--- src/rtl/sseg_scan_decoder_if.sv ---
// Bus bundle between a multiplexed seven-segment tap and its scan decoder.
// master drives the anode/cathode tap and observes results; slave is the decoder side.
interface sseg_scan_decoder_if;
  logic [3:0]  sseg_a_i;
  logic [6:0]  sseg_c_i;
  logic [15:0] bcd_o;
  logic        frame_valid_o;
  logic        frame_err_o;
  logic [3:0]  digit_seen_o;

  modport master (
    output sseg_a_i,
    output sseg_c_i,
    input  bcd_o,
    input  frame_valid_o,
    input  frame_err_o,
    input  digit_seen_o
  );

  modport slave (
    input  sseg_a_i,
    input  sseg_c_i,
    output bcd_o,
    output frame_valid_o,
    output frame_err_o,
    output digit_seen_o
  );
endinterface

--- src/rtl/sseg_scan_decoder.sv ---
// Reconstructs the 4-digit BCD value shown on a tapped multiplexed seven-segment bus.
// Define SSEG_HEX_DECODE_EN to also accept the hex glyphs A..F as error-free nibbles.
module sseg_scan_decoder #(
  parameter int unsigned STABLE_CYCLES = 4,
  parameter int unsigned CNT_W         = 8
) (
  input logic                clk,
  input logic                reset,
  sseg_scan_decoder_if.slave bus
);

  localparam logic [CNT_W-1:0] StableCnt = CNT_W'(STABLE_CYCLES);
  localparam logic [CNT_W-1:0] CntOne    = CNT_W'(1);

  typedef enum logic [1:0] {StIdle, StSettle, StHold} state_e;

  state_e           state_q, state_d;
  logic [CNT_W-1:0] cnt_q, cnt_d;
  logic [3:0]       a_q, a_qq;
  logic [6:0]       c_q, c_qq;
  logic [15:0]      shadow_q;
  logic [3:0]       seen_q, seen_d;
  logic             err_acc_q, err_acc_d;
  logic [15:0]      bcd_q;
  logic             frame_valid_q, frame_err_q;
  logic             active, changed, capture, frame_done;
  logic [1:0]       slot;
  logic [3:0]       nibble;
  logic             dec_err;

  // Returns {error, nibble} for an active-low {g..a} glyph.
  function automatic logic [4:0] decode_glyph(input logic [6:0] glyph);
    logic [4:0] res;
    res = {1'b1, 4'hF};
    unique case (glyph)
      7'h40:   res = {1'b0, 4'h0};
      7'h79:   res = {1'b0, 4'h1};
      7'h24:   res = {1'b0, 4'h2};
      7'h30:   res = {1'b0, 4'h3};
      7'h19:   res = {1'b0, 4'h4};
      7'h12:   res = {1'b0, 4'h5};
      7'h02:   res = {1'b0, 4'h6};
      7'h78:   res = {1'b0, 4'h7};
      7'h00:   res = {1'b0, 4'h8};
      7'h10:   res = {1'b0, 4'h9};
`ifdef SSEG_HEX_DECODE_EN
      7'h08:   res = {1'b0, 4'hA};
      7'h03:   res = {1'b0, 4'hB};
      7'h46:   res = {1'b0, 4'hC};
      7'h21:   res = {1'b0, 4'hD};
      7'h06:   res = {1'b0, 4'hE};
      7'h0E:   res = {1'b0, 4'hF};
`endif
      default: res = {1'b1, 4'hF};
    endcase
    return res;
  endfunction

  assign active  = $onehot(~a_q);
  assign changed = {a_q, c_q} != {a_qq, c_qq};
  assign {dec_err, nibble} = decode_glyph(c_q);

  always_comb begin
    slot = 2'd0;
    unique case (a_q)
      4'b1110: slot = 2'd0;
      4'b1101: slot = 2'd1;
      4'b1011: slot = 2'd2;
      4'b0111: slot = 2'd3;
      default: slot = 2'd0;
    endcase
  end

  always_comb begin
    state_d = state_q;
    cnt_d   = cnt_q;
    capture = 1'b0;
    unique case (state_q)
      StIdle: begin
        cnt_d = '0;
        if (active) begin
          state_d = StSettle;
          cnt_d   = CntOne;
        end
      end
      StSettle: begin
        if (!active) begin
          state_d = StIdle;
          cnt_d   = '0;
        end else if (changed) begin
          cnt_d = CntOne;
        end else begin
          cnt_d = cnt_q + CntOne;
        end
      end
      StHold: begin
        if (!active) begin
          state_d = StIdle;
          cnt_d   = '0;
        end else if (changed) begin
          state_d = StSettle;
          cnt_d   = CntOne;
        end
      end
      default: begin
        state_d = StIdle;
        cnt_d   = '0;
      end
    endcase
    // Any path that reaches the threshold captures immediately, including STABLE_CYCLES == 1.
    if (state_d == StSettle && cnt_d >= StableCnt) begin
      capture = 1'b1;
      state_d = StHold;
    end
  end

  // A capture on the frame-clear edge is credited to the following frame.
  always_comb begin
    frame_done = (seen_q == 4'hF);
    seen_d     = frame_done ? 4'h0 : seen_q;
    err_acc_d  = frame_done ? 1'b0 : err_acc_q;
    if (capture) begin
      seen_d[slot] = 1'b1;
      err_acc_d    = err_acc_d | dec_err;
    end
  end

  always_ff @(posedge clk) begin
    if (reset) begin
      a_q           <= 4'hF;
      a_qq          <= 4'hF;
      c_q           <= 7'h7F;
      c_qq          <= 7'h7F;
      state_q       <= StIdle;
      cnt_q         <= '0;
      shadow_q      <= '0;
      seen_q        <= '0;
      err_acc_q     <= 1'b0;
      bcd_q         <= '0;
      frame_valid_q <= 1'b0;
      frame_err_q   <= 1'b0;
    end else begin
      a_q           <= bus.sseg_a_i;
      c_q           <= bus.sseg_c_i;
      a_qq          <= a_q;
      c_qq          <= c_q;
      state_q       <= state_d;
      cnt_q         <= cnt_d;
      seen_q        <= seen_d;
      err_acc_q     <= err_acc_d;
      frame_valid_q <= frame_done;
      if (frame_done) begin
        bcd_q       <= shadow_q;
        frame_err_q <= err_acc_q;
      end
      if (capture) begin
        shadow_q[{slot, 2'b00} +: 4] <= nibble;
      end
    end
  end

  assign bus.bcd_o         = bcd_q;
  assign bus.frame_valid_o = frame_valid_q;
  assign bus.frame_err_o   = frame_err_q;
  assign bus.digit_seen_o  = seen_q;

endmodule

--- src/flat_wrapper.sv ---
// flat-port wrapper written by rule: the top's interface ports become plain ports
module sseg_scan_decoder_flat 
#(
  parameter int unsigned STABLE_CYCLES = 4,
  parameter int unsigned CNT_W         = 8
)
  (clk, reset, bus_sseg_a_i, bus_sseg_c_i, bus_bcd_o, bus_frame_valid_o, bus_frame_err_o, bus_digit_seen_o);
  sseg_scan_decoder_if bus_i ();
  input logic clk;
  input logic reset;
  input wire logic [$bits(bus_i.sseg_a_i)-1:0] bus_sseg_a_i;
  input wire logic [$bits(bus_i.sseg_c_i)-1:0] bus_sseg_c_i;
  output wire logic [$bits(bus_i.bcd_o)-1:0] bus_bcd_o;
  output wire logic [$bits(bus_i.frame_valid_o)-1:0] bus_frame_valid_o;
  output wire logic [$bits(bus_i.frame_err_o)-1:0] bus_frame_err_o;
  output wire logic [$bits(bus_i.digit_seen_o)-1:0] bus_digit_seen_o;
  assign bus_i.sseg_a_i = bus_sseg_a_i;
  assign bus_i.sseg_c_i = bus_sseg_c_i;
  assign bus_bcd_o = bus_i.bcd_o;
  assign bus_frame_valid_o = bus_i.frame_valid_o;
  assign bus_frame_err_o = bus_i.frame_err_o;
  assign bus_digit_seen_o = bus_i.digit_seen_o;
  sseg_scan_decoder #(.STABLE_CYCLES(STABLE_CYCLES), .CNT_W(CNT_W)) u_core (.clk(clk), .reset(reset), .bus(bus_i));
endmodule
--- config.mk ---
export PLATFORM = sky130hd
export DESIGN_NAME = sseg_scan_decoder_flat
export DESIGN_NICKNAME = d
export VERILOG_FILES = /design/src/rtl/sseg_scan_decoder_if.sv /design/src/rtl/sseg_scan_decoder.sv /design/src/flat_wrapper.sv
export SDC_FILE = /design/constraint.sdc
export NUM_CORES = 1
export LEC_CHECK = 0
export BUFFER_PORTS_ARGS = -buffer_cell sky130_fd_sc_hd__clkbuf_2
export CAP_MARGIN = 20
export CORE_MARGIN = 2
export CORE_UTILIZATION = 63
export DETAILED_ROUTE_END_ITERATION = 10
export PLACE_DENSITY = 0.84
export SYNTH_ARGS = -nofsm -noshare
export SYNTH_HDL_FRONTEND = slang
export SYNTH_SLANG_ARGS = --single-unit
--- constraint.sdc ---
create_clock -name clk -period 6.1 [get_ports clk]
set_clock_uncertainty 0.05 [all_clocks]
set_input_delay 1.22 -clock clk [delete_from_list [all_inputs] [get_ports clk]]
set_output_delay 1.22 -clock clk [all_outputs]
set_load 0.005 [all_outputs]
==> results.ini <==
[outcome]
status = finished clean

[worst_setup_path]
startpoint_type = register
cp_slowest_cell = fa_1
arrival_ns = 3.69
r2r_setup_slack_ns = 2.59
cp.required_ns = 6.28
critical_path.max_stage_delay_ns = 0.49
cp_common_cell = ha_1
r2r_end = u_core.shadow_q[4]
rr_worst_depth = 10
worstPathCellList = inv_1 -> ha_1 -> ha_1 -> fa_1 -> or3b_1 -> nor2_2 -> a211o_1 -> a221o_4 -> o211ai_4 -> mux2_1
crit-reg2reg-launch = u_core.a_q[2]
cp_max_fo = 7
crit_type = reg2reg
cp-end-kind = register

[global_route]
grt_usage = 0.231
grt_pass1_vias = 2472
antenna_found_initial = 0
grt_pass1_wl_um = 11200
grt.overflow.total = 0
grt_start_max_net_pins = 65

[pwr]
cellPowerDensity_mw_per_mm2 = 248
p_total_mw = 0.941
seq_power_share = 0.515
intPower_mw = 0.713
combinationalPowerShare = 0.075
power.switching_mw = 0.228
clockPowerShare = 0.410
p_leak_nw = 1.55
switching_share = 0.243
peakVddDrop_mv = 0.223

[routing]
drt-initial-drc-count = 154
routed_wl_um = 6450
routedWlPerCell_um = 13.7
route.detailed.drc = 0
viasPerCell = 5.47
num_vias = 2584
ant_nets = 0
drtPass1Iterations = 4

[synthesis]
synthesis.area_mm2 = 0.00346
ys_warn_count = 0
synth_top_area_frac = 0.411
synth_edf_count = 0
synth-seq-area-share = 0.411
ys_top_cells_by_count = dfxtp_1, nand2_1, a21oi_1
ys_types = 60
synth-seq-cells = 71
yosysMostFrequentCell = dfxtp_1
syn-num-nets = 403
syn_inst = 374
yosys.area.top_type = dfxtp_1
synth_top_flop_cell = dfxtp_1
avgSynthCellArea_um2 = 9.25
synth_area_leaders = dfxtp_1, nand2_1, ha_1
synthArstFlopShare = 0

[clock_network]
ctsLongestPathBuffers = 2
clkTransAtPathRegs_ns = 0.07
post_cts_buffers = 0
cts_hold_buf = 0
cts_tree = built
numCtsBuffers = 9
clkSinkCount = 71
clk_latency_ns = 0.35
clock-root-buffer = clkbuf_8
cts_max_level = 3
cts_resized = 0

[sta]
clock.fmax_mhz = 285
relSlewSlack = 0.327
period_share = 0.576
timing.final.ws_setup_ns = 2.59
rsz0062_at_grt = no
fin_crit_ns = 3.51
setup_viol = 0
hold_viol = 0
tns_ns = 0
tightestPinTransition_ns = 1.01
slew_viol_final = 0

[placement]
dp_hpwl_um = 4510
pre_cts_ws_ns = 2.59
gp_congestion = 0.848
place_area_mm2 = 0.00359
port-buffer-count = 34

[final_layout]
diodes = 0
fin_util = 0.730
num-fill-cells = 399
finalInstanceArea_mm2 = 0.00380
final_nets = 426
layout-drive-gt1-share = 0.231
area_delta_synth_final_pct = 9.80

[hold_path]
min_to = u_core.bus.bcd_o[5]
min_path_cells = 2
min_path_type = reg2reg
hp-start = u_core.shadow_q[5]

[floorplanning]
core_area_mm2 = 0.00520
rows = 26
start_util = 0.664
die_height_um = 78.1
io_pins = 35
die_area_mm2 = 0.00610
die_width_um = 78.1

[flow_run]
maxCapViolations = 0

## layout by cell type, fill, tap and decap left out, types with 12 or more instances in the layout
master,count
ha_1,15
mux2i_1,12
xor2_1,12
dfxtp_1,71
clkbuf_2,34
or2_2,23
nand2b_1,15
nand2_1,55
a21oi_1,29
nor2_1,14
inv_1,12
## how the worst max path moves through the flow
stage                   from             endpoint  slack, ns  depth (start not counted)
5_1_grt        u_core.a_q[2]   u_core.shadow_q[4]       2.35                         10
3_5_place_dp   u_core.a_q[2]  u_core.shadow_q[12]       2.59                         10
4_1_cts        u_core.a_q[2]   u_core.shadow_q[4]       2.57                         10
2_1_floorplan  u_core.a_q[2]   u_core.shadow_q[0]       2.91                         11
3_3_place_gp   u_core.a_q[2]   u_core.shadow_q[4]       2.70                         10
6_report       u_core.a_q[2]   u_core.shadow_q[4]       2.59                         10
## flip-flops by register name, indices dropped and copies added (netlist names)
| register | count |
|---|---|
| u_core.cnt_q | 8 |
| u_core.bus.bcd_o | 16 |
| u_core.a_qq | 4 |
| u_core.err_acc_q | 1 |
| u_core.c_q | 7 |
| u_core.bus.frame_valid_o | 1 |
| u_core.bus.frame_err_o | 1 |
| u_core.c_qq | 7 |
| u_core.state_q | 2 |
| u_core.bus.digit_seen_o | 4 |
| u_core.shadow_q | 16 |
| u_core.a_q | 4 |
## layer usage
metal | wire length (µm) | track usage
met2 | 3050 | 0.377
met1 | 2990 | 0.293
met3 | 280 | 0.0552
met5 | 0 | 0
met4 | 131 | 0.104
## final cells by class
type                    count  area [µm²]  area share
repair buffers             34         170      0.0448
well taps                  70        87.6      0.0231
multi-input cells         269        1870       0.491
clock buffers              11         151      0.0399
clock inverters             5        56.3      0.0148
flip-flops and latches     71        1420       0.374
inverters                  12        45.0      0.0119
## through the flow
| step | hold WS, ns | std cells |
|---|---|---|
| finish | 0.404 | 472 |
| global route | 0.424 | 472 |
| global placement | 0.385 | 456 |
| detailed placement | 0.394 | 456 |
| floorplan | 0.375 | 374 |
| CTS | 0.406 | 472 |
## power groups by stage
stage | logic, mW | clock network [mW] | registers, mW
floorplan | 0.0651 | 0 | 0.488
global placement | 0.0666 | 0 | 0.495
detailed placement | 0.0697 | 0 | 0.496
CTS | 0.0703 | 0.392 | 0.485
global route | 0.0802 | 0.410 | 0.486
finish | 0.0706 | 0.385 | 0.485
## cell families (layout without fill, tap and decap cells)
group                      Yosys count  in the layout  synth area share
and+or+nand+nor                    151            151             0.236
DFF                                 71             71             0.411
xor gates and xnor gates            13             13            0.0329
buffers and inverters               34             62            0.0496
muxes                               16             16            0.0499
AOI/OAI and AO/OA                   73             73             0.161
adders and majority gates           16             16            0.0601
## worst max-delay path: cells and delay by family (launching register included)
kind,cells,cell delay [ns]
AOI/OAI and AO/OA,3,1.06
adders and majority gates,3,0.98
and+or+nand+nor,2,0.45
DFF,1,0.42
muxes,1,0.34
buffers and inverters,1,0.09
Power figures use the tool's default switching activity.
